**src/rtl/button_repeat.sv**
```systemverilog
// Purpose: per-button 2-flop synchronizer, debounce filter and typematic auto-repeat pulse generator.
// Latency: level/press pulse appear DEBOUNCE_CYCLES+2 edges after btn_in is first sampled; all outputs registered.
// Backpressure: none; btn_down is a fire-and-forget one-cycle pulse, consumer must accept every cycle.
module button_repeat #(
  parameter int PortWidth       = 4,
  parameter int DEBOUNCE_CYCLES = 500000,
  parameter int REPEAT_DELAY    = 25000000,
  parameter int REPEAT_PERIOD   = 5000000
) (
  input  logic                 clk,
  input  logic                 reset,
  input  logic [PortWidth-1:0] btn_in,
  output logic [PortWidth-1:0] btn_level,
  output logic [PortWidth-1:0] btn_down
);

  // One counter width serves both the debounce and repeat counters; the extra
  // bit keeps the saturation value strictly above every terminal count.
  localparam int MaxDr    = (DEBOUNCE_CYCLES > REPEAT_DELAY) ? DEBOUNCE_CYCLES : REPEAT_DELAY;
  localparam int MaxCount = (MaxDr > REPEAT_PERIOD) ? MaxDr : REPEAT_PERIOD;
  localparam int CW       = $clog2(MaxCount) + 1;

  // Terminal values are "count before the edge that would reach the limit".
  localparam logic [CW-1:0] DbLast     = CW'(DEBOUNCE_CYCLES - 1);
  localparam logic [CW-1:0] DelayLast  = CW'(REPEAT_DELAY - 1);
  localparam logic [CW-1:0] PeriodLast = CW'(REPEAT_PERIOD - 1);
  localparam logic [CW-1:0] CntMax     = {CW{1'b1}};

  typedef enum logic [1:0] {IDLE, HOLD, REPEAT} state_t;

  logic [PortWidth-1:0] s1, s2;
  logic [CW-1:0]        db_cnt [PortWidth];
  logic [PortWidth-1:0] flip, rise, fall;

  state_t               state      [PortWidth];
  state_t               state_next [PortWidth];
  logic [CW-1:0]        rep_cnt      [PortWidth];
  logic [CW-1:0]        rep_cnt_next [PortWidth];
  logic [PortWidth-1:0] down_next;

  function automatic logic [CW-1:0] sat_inc(input logic [CW-1:0] v);
    return (v == CntMax) ? v : v + CW'(1);
  endfunction

  // Two-flop synchronizer; only s2 feeds the debounce logic.
  always_ff @(posedge clk or posedge reset) begin
    if (reset) begin
      s1 <= '0;
      s2 <= '0;
    end else begin
      s1 <= btn_in;
      s2 <= s1;
    end
  end

  // Level flips on the edge where the mismatch count would reach DEBOUNCE_CYCLES.
  always_comb begin
    flip = '0;
    for (int b = 0; b < PortWidth; b++) begin
      flip[b] = (s2[b] != btn_level[b]) && (db_cnt[b] == DbLast);
    end
  end

  assign rise = flip & ~btn_level;
  assign fall = flip & btn_level;

  // Debounce counter: any cycle of agreement restarts the count.
  always_ff @(posedge clk or posedge reset) begin
    if (reset) begin
      btn_level <= '0;
      for (int b = 0; b < PortWidth; b++) begin
        db_cnt[b] <= '0;
      end
    end else begin
      for (int b = 0; b < PortWidth; b++) begin
        if (s2[b] == btn_level[b]) begin
          db_cnt[b] <= '0;
        end else if (flip[b]) begin
          db_cnt[b]    <= '0;
          btn_level[b] <= ~btn_level[b];
        end else begin
          db_cnt[b] <= db_cnt[b] + CW'(1);
        end
      end
    end
  end

  // Repeat FSM state, counter and registered pulse output.
  always_ff @(posedge clk or posedge reset) begin
    if (reset) begin
      btn_down <= '0;
      for (int b = 0; b < PortWidth; b++) begin
        state[b]   <= IDLE;
        rep_cnt[b] <= '0;
      end
    end else begin
      btn_down <= down_next;
      for (int b = 0; b < PortWidth; b++) begin
        state[b]   <= state_next[b];
        rep_cnt[b] <= rep_cnt_next[b];
      end
    end
  end

  // Next-state logic; a falling level overrides any expiring count so release never pulses.
  always_comb begin
    down_next = '0;
    for (int b = 0; b < PortWidth; b++) begin
      state_next[b]   = state[b];
      rep_cnt_next[b] = rep_cnt[b];
      if (fall[b]) begin
        state_next[b]   = IDLE;
        rep_cnt_next[b] = '0;
      end else begin
        case (state[b])
          IDLE: begin
            if (rise[b]) begin
              state_next[b]   = HOLD;
              rep_cnt_next[b] = '0;
              down_next[b]    = 1'b1;
            end
          end
          HOLD: begin
            if ((REPEAT_DELAY != 0) && (rep_cnt[b] == DelayLast)) begin
              state_next[b]   = REPEAT;
              rep_cnt_next[b] = '0;
              down_next[b]    = 1'b1;
            end else begin
              rep_cnt_next[b] = sat_inc(rep_cnt[b]);
            end
          end
          REPEAT: begin
            if (rep_cnt[b] == PeriodLast) begin
              rep_cnt_next[b] = '0;
              down_next[b]    = 1'b1;
            end else begin
              rep_cnt_next[b] = sat_inc(rep_cnt[b]);
            end
          end
          default: begin
            state_next[b]   = IDLE;
            rep_cnt_next[b] = '0;
          end
        endcase
      end
    end
  end

endmodule

```
**config.mk**
```make
export PLATFORM = sky130hd
export DESIGN_NAME = button_repeat
export DESIGN_NICKNAME = d
export VERILOG_FILES = /design/src/rtl/button_repeat.sv
export SDC_FILE = /design/constraint.sdc
export NUM_CORES = 1
export LEC_CHECK = 0
export ABC_AREA = 1
export CAP_MARGIN = 5
export CORE_UTILIZATION = 51
export DETAILED_ROUTE_END_ITERATION = 6
export HOLD_SLACK_MARGIN = 0.06
export PLACE_DENSITY = 0.76
export SYNTH_ARGS = -nofsm -noshare
export SYNTH_HDL_FRONTEND = slang
export SYNTH_SLANG_ARGS = --single-unit
```
**constraint.sdc**
```tcl
create_clock -name clk -period 6.6 [get_ports clk]
set_input_delay 0.66 -clock clk [delete_from_list [all_inputs] [get_ports clk]]
set_output_delay 0.66 -clock clk [all_outputs]
set_load 0.01 [all_outputs]
```
==> results_dict.tcl, run 1 <==
set metrics [dict create \
    setup_viol_count_final 0 \
    cp.arrival_ns 2.78 \
    drt-total-wl_mm 36.5 \
    grt_pass1_wl_mm 62.7 \
    drt_iter0_markers 1220 \
    avgRoutedWirePerCell_um 13.0 \
    synth_edf_count 0 \
    ir_drop_mv 0.230 \
    dieArea_mm2 0.0318 \
    reg2reg_from "db_cnt[79]" \
    p_per_area_mw_per_mm2 190 \
    clk_root_buffer_cell "clkbuf_16" \
    fin_skew_ns 0.0308 \
    place.gp.congestion 0.949 \
    num_vias 14900 \
    cts_resized 0 \
    timing.hold.ws_ns 0.356 \
    regToRegSetupSlack_ns 4.24 \
    cts_buffer_depth 3 \
    clock_latency_ns 0.56 \
    grt_max_degree 138 \
    fin_crit_ns 2.36 \
    crit_path_max_fanout 33 \
    die_y_um 178 \
    synth_top_area_share_pct 36.6 \
    antennaDiodeCount 0 \
    ios 14 \
    rows 64 \
    min_period_over_period_pct 35.8 \
    worstPathRequired_ns 7.02 \
    startpoint "db_cnt[79]" \
    yosysWarnings 0 \
    ys_seq_area_share_pct 36.6 \
    startpoint_type "register" \
    ys_seq_elements 232 \
    setup.worst_path.class "register to register" \
    htreeDepth 1 \
    antenna_left 0 \
    viasPerCell 5.32 \
    holdBufCountCts 0 \
    drt_drc_violations_left 0 \
    slew_viol_final 0 \
    hold_class "register to register" \
    cp-end-kind "register" \
    dpl.hpwl_mm 26.7 \
    slew-limit-headroom_pct 29.6 \
    maxCapViolations 0 \
    place_area_mm2 0.0163 \
    tightest_slew_ns 1.05 \
    first_pass_iters 5 \
    io_buffers 13 \
    finalSetupTns_ns 0 \
    grt_usage_pct 23.4 \
    leakage_nw 8.15 \
    synth_ff_type "dfrtp_1" \
    rr_worst_depth 10 \
    cts_tree "done" \
    hold_viol 0 \
    cts_buffers 29 \
    outcome "completed" \
    syn_to_final_growth_pct 9.69 \
    drive_gt1_share_pct 7.32 \
    syn_nets 2402 \
    async_flop_share_pct 100 \
    hold_path_startpoint "s1[2]" \
    grt_pass1_vias 14000 \
    max_freq_mhz 423 \
    synth_area_leaders "dfrtp_1, nand2_1, nor2_1" \
    die_x_um 178 \
    core_mm2 0.0306 \
    final_area_mm2 0.0174 \
    reg2reg_to "rep_cnt[99]" \
    seq_area_mm2 0.00581 \
    clock_sinks 232 \
    rsz0062_at_grt "false" \
    postCtsSetupRepairBufs 0 \
    crit_end "rep_cnt[99]" \
    syn_avg_cell_area_um2 6.71 \
    nFillCells 2881 \
    path_clk_slew_ns 0.06 \
    syn_area_mm2 0.0159 \
    synth_cell_types 45 \
    antenna_found_initial 0 \
    initial_utilization_pct 51.9 \
    multi_input_area_mm2 0.00852 \
    fin_nets 2415 \
    yosys.area.top_type "dfrtp_1" \
    overflow 0 \
    postSynthCellCount 2368 \
]
[registers in the layout, summed over array words and instances (netlist names)]
| register | count |
|---|---|
| s2 | 4 |
| s1 | 4 |
| state | 8 |
| btn_down | 4 |
| db_cnt | 104 |
| rep_cnt | 104 |
| btn_level | 4 |
[worst max-delay path, stage by stage, from the launching register on]
cell,delay (ns)
dfrtp_1,0.37
ha_1,0.19
nand2_1,0.08
nor2_2,0.20
inv_1,0.09
nor2_1,0.11
nand3_1,0.11
nand2_2,0.48
nand2_2,0.29
inv_2,0.23
nor2_1,0.08
[cells in the final DEF (no fill, tap or decap), types with 3 or more instances in the layout]
master / netlist / final
nor2_2: 17 / 17
a31oi_1: 7 / 7
nor4_1: 19 / 19
clkbuf_16: 0 / 29
nor3_1: 93 / 93
nand3_1: 190 / 190
nor2_4: 14 / 14
nand2_1: 620 / 620
clkinv_2: 0 / 7
clkinvlp_4: 0 / 4
nor3_2: 6 / 6
nand2_2: 23 / 23
ha_1: 28 / 28
inv_2: 21 / 21
o21ai_0: 55 / 55
clkdlybuf4s50_1: 0 / 13
o21bai_1: 8 / 8
nor3b_1: 6 / 6
nand3_2: 12 / 12
xnor2_1: 4 / 4
bufinv_16: 0 / 8
o21ai_1: 22 / 22
or2_2: 8 / 8
inv_1: 324 / 323
nand3b_1: 5 / 5
nand4_1: 92 / 92
xor2_1: 51 / 51
clkbuf_8: 0 / 6
dfrtp_1: 232 / 232
nand2_4: 6 / 6
a21oi_1: 32 / 32
nor2_1: 413 / 413
a211oi_1: 3 / 3
nand3_4: 6 / 6
[power breakdown]
part	internal, mW	total [mW]	switching (mW)
Sequential	1.43	1.44	0.00644
Combinational	0.0134	0.0622	0.0488
Clock	1.18	1.81	0.628
Total	2.62	3.31	0.683
[cells by family after synthesis]
kind of cell               Yosys count  share of synthesized area, %
buffers and inverters              381                          9.76
DFF                                232                          36.6
adders and majority gates           28                          2.21
AOI/OAI and AO/OA                  135                          4.60
xor gates and xnor gates            55                          3.03
and+or+nand+nor                   1537                          43.8
[worst min-delay path by stage]
stage | endpoint | slack [ns] | cells after the start
after floorplan | s2[0] | 0.33 | 0
after global placement | s2[0] | 0.34 | 0
after detailed placement | s2[2] | 0.34 | 0
after CTS | s2[2] | 0.36 | 0
after global routing | s2[1] | 0.36 | 0
final | s2[2] | 0.36 | 0
[layout make-up]
type,instances,share of cell area [%]
multi-input cells,1755,48.9
flip-flops and latches,232,33.3
clock buffers,35,4.64
inverters,347,7.54
repair buffers,16,0.948
clock inverters,19,1.76
well taps,396,2.84
[per-stage QoR]
stage                     util, %  cells  power, mW  setup WS (ns)
after floorplan                 -   2368       1.51           2.90
after global placement       53.3   2746       1.53           4.19
after CTS                    56.9   2800       3.36           4.24
final                        56.9   2800       3.31           4.24
after global routing         56.9   2800       3.42           3.98
after detailed placement     53.3   2746       1.53           4.15
[cell usage after synthesis, types with 2 or more instances]
| master | instances |
|---|---|
| nor3_2 | 6 |
| buf_6 | 9 |
| nor3b_1 | 6 |
| xnor2_1 | 4 |
| nand2_4 | 6 |
| a21oi_1 | 32 |
| nor2_2 | 17 |
| inv_1 | 324 |
| nand2_1 | 620 |
| a21boi_0 | 2 |
| ha_1 | 28 |
| o21bai_1 | 8 |
| buf_4 | 4 |
| o22ai_1 | 2 |
| nand3b_1 | 5 |
| nor2_8 | 2 |
| clkbuf_1 | 5 |
| o21ai_0 | 55 |
| inv_2 | 21 |
| nand3_1 | 190 |
| nand3_4 | 6 |
| or2_2 | 8 |
| nand4_1 | 92 |
| a211oi_1 | 3 |
| o21ai_1 | 22 |
| nor2_1 | 413 |
| nor4_1 | 19 |
| and3_1 | 2 |
| nor2_4 | 14 |
| a31oi_1 | 7 |
| buf_2 | 15 |
| a22oi_1 | 2 |
| nand3_2 | 12 |
| nor3_1 | 93 |
| xor2_1 | 51 |
| dfrtp_1 | 232 |
| nand2_2 | 23 |
[layer usage]
| layer | part of all wire (%) | GRT usage [%] |
|---|---|---|
| met1 | 46 | 31.2 |
| met2 | 47 | 39.7 |
| met3 | 4.3 | 2.49 |
| met4 | 2.5 | 7.31 |
| met5 | 0 | 0 |
(Power assumes the default switching activity.)
==> run 2: changes to the inputs <==
clock period = 1.95 ns   (was 6.6 ns; I/O delays follow)
==> results_dict.tcl, run 2 (synthesis results as in run 1) <==
set metrics [dict create \
    outcome "completed" \
    grt_pass1_wl_mm 66.2 \
    cp.arrival_ns 2.30 \
    finalSetupTns_ns 0 \
    critical_path_buf_inv_count 2 \
    fin_skew_ns 0.0101 \
    ir_drop_mv 0.699 \
    worstPathRequired_ns 2.37 \
    highest_layer "met4" \
    drt-total-wl_mm 40.4 \
    mostFrequentLayoutCell "nand2_1" \
    min_period_over_period_pct 96.5 \
    hold_class "primary input to register" \
    die_y_um 178 \
    crit_slowest_cell "dfrtp_1" \
    slew-limit-headroom_pct 63.4 \
    mostFrequentLayoutCells "nand2_1, nor2_1, inv_1" \
    die_x_um 178 \
    maxCapViolations 0 \
    core_mm2 0.0306 \
    first_pass_iters 6 \
    p_per_area_mw_per_mm2 574 \
    wl_met3_mm 2.09 \
    antenna_found_initial 0 \
    crit_cells 9 \
    wl_met2_mm 19.5 \
    drt_drc_violations_left 0 \
    hold_viol 0 \
    grt_usage_pct 24.9 \
    setup_viol_count_final 0 \
    grt_max_degree 67 \
    clock_latency_ns 0.55 \
    num_vias 15700 \
    cp-end-kind "register" \
    initial_utilization_pct 51.9 \
    rows 64 \
    cp_cell_sequence "ha_4 -> nand3_2 -> inv_2 -> nand2_4 -> nor2_8 -> buf_4 -> nand2_1 -> a21boi_0 -> o21ai_2" \
    largestRegisters "db_cnt x104, rep_cnt x104, state x8" \
    dieArea_mm2 0.0318 \
    fin_crit_ns 1.88 \
    place.gp.congestion 0.935 \
    crit_path_max_fanout 6 \
    syn_to_final_growth_pct 19.3 \
    slew_viol_final 0 \
    cpPeakStageDelay_ns 0.42 \
    cts_tree "done" \
    avgRoutedWirePerCell_um 13.7 \
    cp_top_family "compound AO/OA/AOI/OAI gates" \
    overflow 0 \
    htreeDepth 1 \
    rr_worst_depth 9 \
    clk_root_buffer_cell "clkbuf_16" \
    viasPerCell 5.35 \
    cts_buffers 29 \
    multi_input_area_mm2 0.00890 \
    cts_buffer_depth 3 \
    grt_pass1_vias 14900 \
    antenna_left 0 \
    io_buffers 13 \
    leakage_nw 8.90 \
    dpl.hpwl_mm 28.8 \
    startpoint_type "register" \
    drt_iter0_markers 1328 \
    seq_area_mm2 0.00581 \
    clock_sinks 232 \
    total_power_mw 10.9 \
    drive_gt1_share_pct 15.1 \
    fin_nets 2557 \
    path_clk_slew_ns 0.06 \
    ios 14 \
    setup.worst_path.class "register to register" \
    antennaDiodeCount 0 \
    nFillCells 2727 \
    max_freq_mhz 531 \
    tightest_slew_ns 0.545 \
    met1_length_mm 17.7 \
    hold_depth 1 \
]
[run 2: worst register-to-register path, stage by stage, from the launching register on]
cell	delay (ns)
dfrtp_1	0.42
ha_4	0.19
nand3_2	0.11
inv_2	0.07
nand2_4	0.13
nor2_8	0.06
buf_4	0.16
nand2_1	0.12
a21boi_0	0.38
o21ai_2	0.11
[run 2: timing repair]
item,CTS,global route
resized for setup,4,106
gates cloned,0,9
pin swaps,2,35
setup buffers,4,28
hold endpoints to repair,2,0
endpoints found under the setup margin,23,123
hold buffers,1,0
[run 2: worst paths after layout]
path	startpoint	endpoint	slack (ns)
setup reg to reg	rep_cnt[27]	rep_cnt[45]	0.07
hold / removal	btn_in[2]	s1[2]	0.09
min in group asynchronous	reset	rep_cnt[60]	0.51
max in group asynchronous	reset	rep_cnt[86]	0.68
setup / recovery	rep_cnt[27]	rep_cnt[45]	0.07
hold reg to reg	s1[1]	s2[1]	0.35
[run 2: metal layers]
layer  track usage [%]  vias to the layer above
li1                  -                     7862
met1              32.2                     7279
met2              43.0                      484
met3              3.13                      101
met4              7.70                        0
met5                 0                        -
[run 2: final cells by class]
cell class,count,share of cell area (%)
repair buffers,152,7.28
clock buffers,36,4.18
clock inverters,15,1.25
flip-flops and latches,232,30.7
well taps,396,2.62
multi-input cells,1761,47.0
inverters,347,7.03
[run 2: report_power, final]
| part | switching [mW] | internal [mW] |
|---|---|---|
| sequential | 0.0222 | 4.84 |
| clock | 2.09 | 3.65 |
| combinational | 0.179 | 0.0759 |
[run 2: metrics by stage]
step,hold slack [ns],std cells,area (µm²),utilization [%],setup slack (ns)
after global routing,0.0801,2939,18900,61.9,-0.0542
after floorplan,0.226,2368,15900,-,-1.28
final,0.0917,2939,18900,61.9,0.0683
after global placement,0.336,2847,17100,56.0,-0.0232
after detailed placement,0.337,2847,17100,56.0,-0.0778
after CTS,0.0651,2903,18200,59.5,0.00423
==> run 3: changes to the inputs <==
ABC_CLOCK_PERIOD_IN_PS = 1950   (was unset)
REMOVE_ABC_BUFFERS = 1   (was unset)
==> results_dict.tcl, run 3 (synthesis results as in run 1) <==
set metrics [dict create \
    regToRegSetupSlack_ns 0.05 \
    drive_gt1_share_pct 16.2 \
    p_per_area_mw_per_mm2 543 \
    dieArea_mm2 0.0318 \
    ir_drop_mv 0.627 \
    avgRoutedWirePerCell_um 13.7 \
    nFillCells 2714 \
    highest_layer "met4" \
    fin_cells 2959 \
    slew-limit-headroom_pct 63.8 \
    rows 64 \
    min_period_over_period_pct 97.3 \
    hold_class "primary input to register" \
    cts_tree "done" \
    worstPathRequired_ns 2.38 \
    fin_skew_ns 0.0129 \
    place_area_mm2 0.0172 \
    antennaDiodeCount 0 \
    initial_utilization_pct 51.9 \
    largestRegisters "db_cnt x104, rep_cnt x104, state x8" \
    dpl.hpwl_mm 28.9 \
    startpoint_type "register" \
    max_freq_mhz 527 \
    mostFrequentLayoutCells "nand2_1, nor2_1, inv_1" \
    viasPerCell 5.34 \
    antenna_left 0 \
    rsz0062_at_grt "true" \
    core_mm2 0.0306 \
    cts_buffer_depth 3 \
    tightest_slew_ns 0.543 \
    final_area_mm2 0.0191 \
    cp-end-kind "register" \
    first_pass_iters 6 \
    die_y_um 178 \
    clk_root_buffer_cell "clkbuf_16" \
    maxCapViolations 0 \
    drt_iter0_markers 1272 \
    clock_sinks 232 \
    mostFrequentLayoutCell "nand2_1" \
    clock_latency_ns 0.55 \
    num_vias 15800 \
    htreeDepth 1 \
    slew_viol_final 0 \
    die_x_um 178 \
    drt-total-wl_mm 40.5 \
    outcome "completed" \
    wl_met3_mm 1.94 \
    hold_viol 0 \
    fin_crit_ns 1.90 \
    grt_pass1_vias 14700 \
    ios 14 \
    wl_met2_mm 19.5 \
    drt_drc_violations_left 0 \
    cp.arrival_ns 2.33 \
    setup.worst_path.class "register to register" \
    place.gp.congestion 0.957 \
    leakage_nw 9.01 \
    crit_path_max_fanout 5 \
    grt_pass1_wl_mm 66.4 \
    cts_buffers 28 \
    met1_length_mm 18.1 \
    fin_nets 2576 \
    syn_to_final_growth_pct 20.4 \
    path_clk_slew_ns 0.05 \
    finalSetupTns_ns 0 \
    overflow 0 \
    antenna_found_initial 0 \
    grt_usage_pct 24.8 \
    io_buffers 13 \
    setup_viol_count_final 0 \
    grt_max_degree 55 \
    timing.hold.ws_ns 0.0818 \
    post-place-cells 2859 \
]
-- run 3: cell count changes in the layout (fill, tap and decap cells not counted), moves of 4 or more --
cell	delta
buf_4	+17
nand2_1	-8
buf_6	+6
nor2_2	-6
buf_12	-4
-- run 3: timing repair --
action | in CTS | in global routing
pin swaps | 5 | 40
endpoints found under the setup margin | 58 | 129
gates resized for setup | 10 | 132
setup buffers | 10 | 29
hold buffers | 1 | 0
endpoints found under the hold margin | 26 | 0
cloned | 0 | 9
-- run 3: path summary, 6_finish.rpt --
| path | from | to | cells after the start |
|---|---|---|---|
| setup / recovery | db_cnt[47] | rep_cnt[35] | 11 |
| hold / removal | btn_in[2] | s1[2] | 1 |
| setup reg to reg | db_cnt[47] | rep_cnt[35] | 11 |
| hold reg to reg | s1[2] | s2[2] | 0 |
| max in group asynchronous | reset | btn_level[0] | 4 |
| min in group asynchronous | reset | rep_cnt[52] | 3 |
-- run 3: critical path: stages, from the launching register on --
cell,delay [ns]
dfrtp_1,0.41
inv_1,0.12
nand4_1,0.14
nor2_1,0.29
nand3_4,0.15
nand2_8,0.12
clkinvlp_4,0.14
buf_6,0.16
nor2_2,0.07
nand2_1,0.05
nand2_1,0.07
nor2_1,0.04
-- run 3: stage by stage --
step | power (mW) | setup WS (ns) | util (%)
CTS | 10.5 | 0.000911 | 59.6
global placement | 5.20 | -0.203 | 56.2
detailed placement | 5.21 | -0.207 | 56.2
global route | 10.8 | -0.0594 | 62.5
finish | 10.4 | 0.0526 | 62.5
floorplan | 5.09 | -4.61 | -
-- run 3: layout make-up --
cell class | count | area, µm² | area share [%]
Clock buffer | 39 | 792 | 4.14
Clock inverter | 12 | 149 | 0.779
Inverter | 347 | 1340 | 6.98
Multi-Input combinational cell | 1762 | 9050 | 47.3
Sequential cell | 232 | 5810 | 30.4
Tap cell | 396 | 495 | 2.59
Timing Repair Buffer | 171 | 1490 | 7.77
-- run 3: per-layer routing --
metal | GRT usage [%] | up-vias
li1 | - | 7903
met5 | 0 | -
met2 | 42.2 | 463
met3 | 2.88 | 87
met4 | 7.24 | 0
met1 | 33.1 | 7342
-- run 3: power by group --
| part | switching [mW] | internal [mW] | total, mW |
|---|---|---|---|
| Clock | 2.04 | 3.22 | 5.26 |
| Combinational | 0.181 | 0.0805 | 0.261 |
| Sequential | 0.0221 | 4.84 | 4.87 |
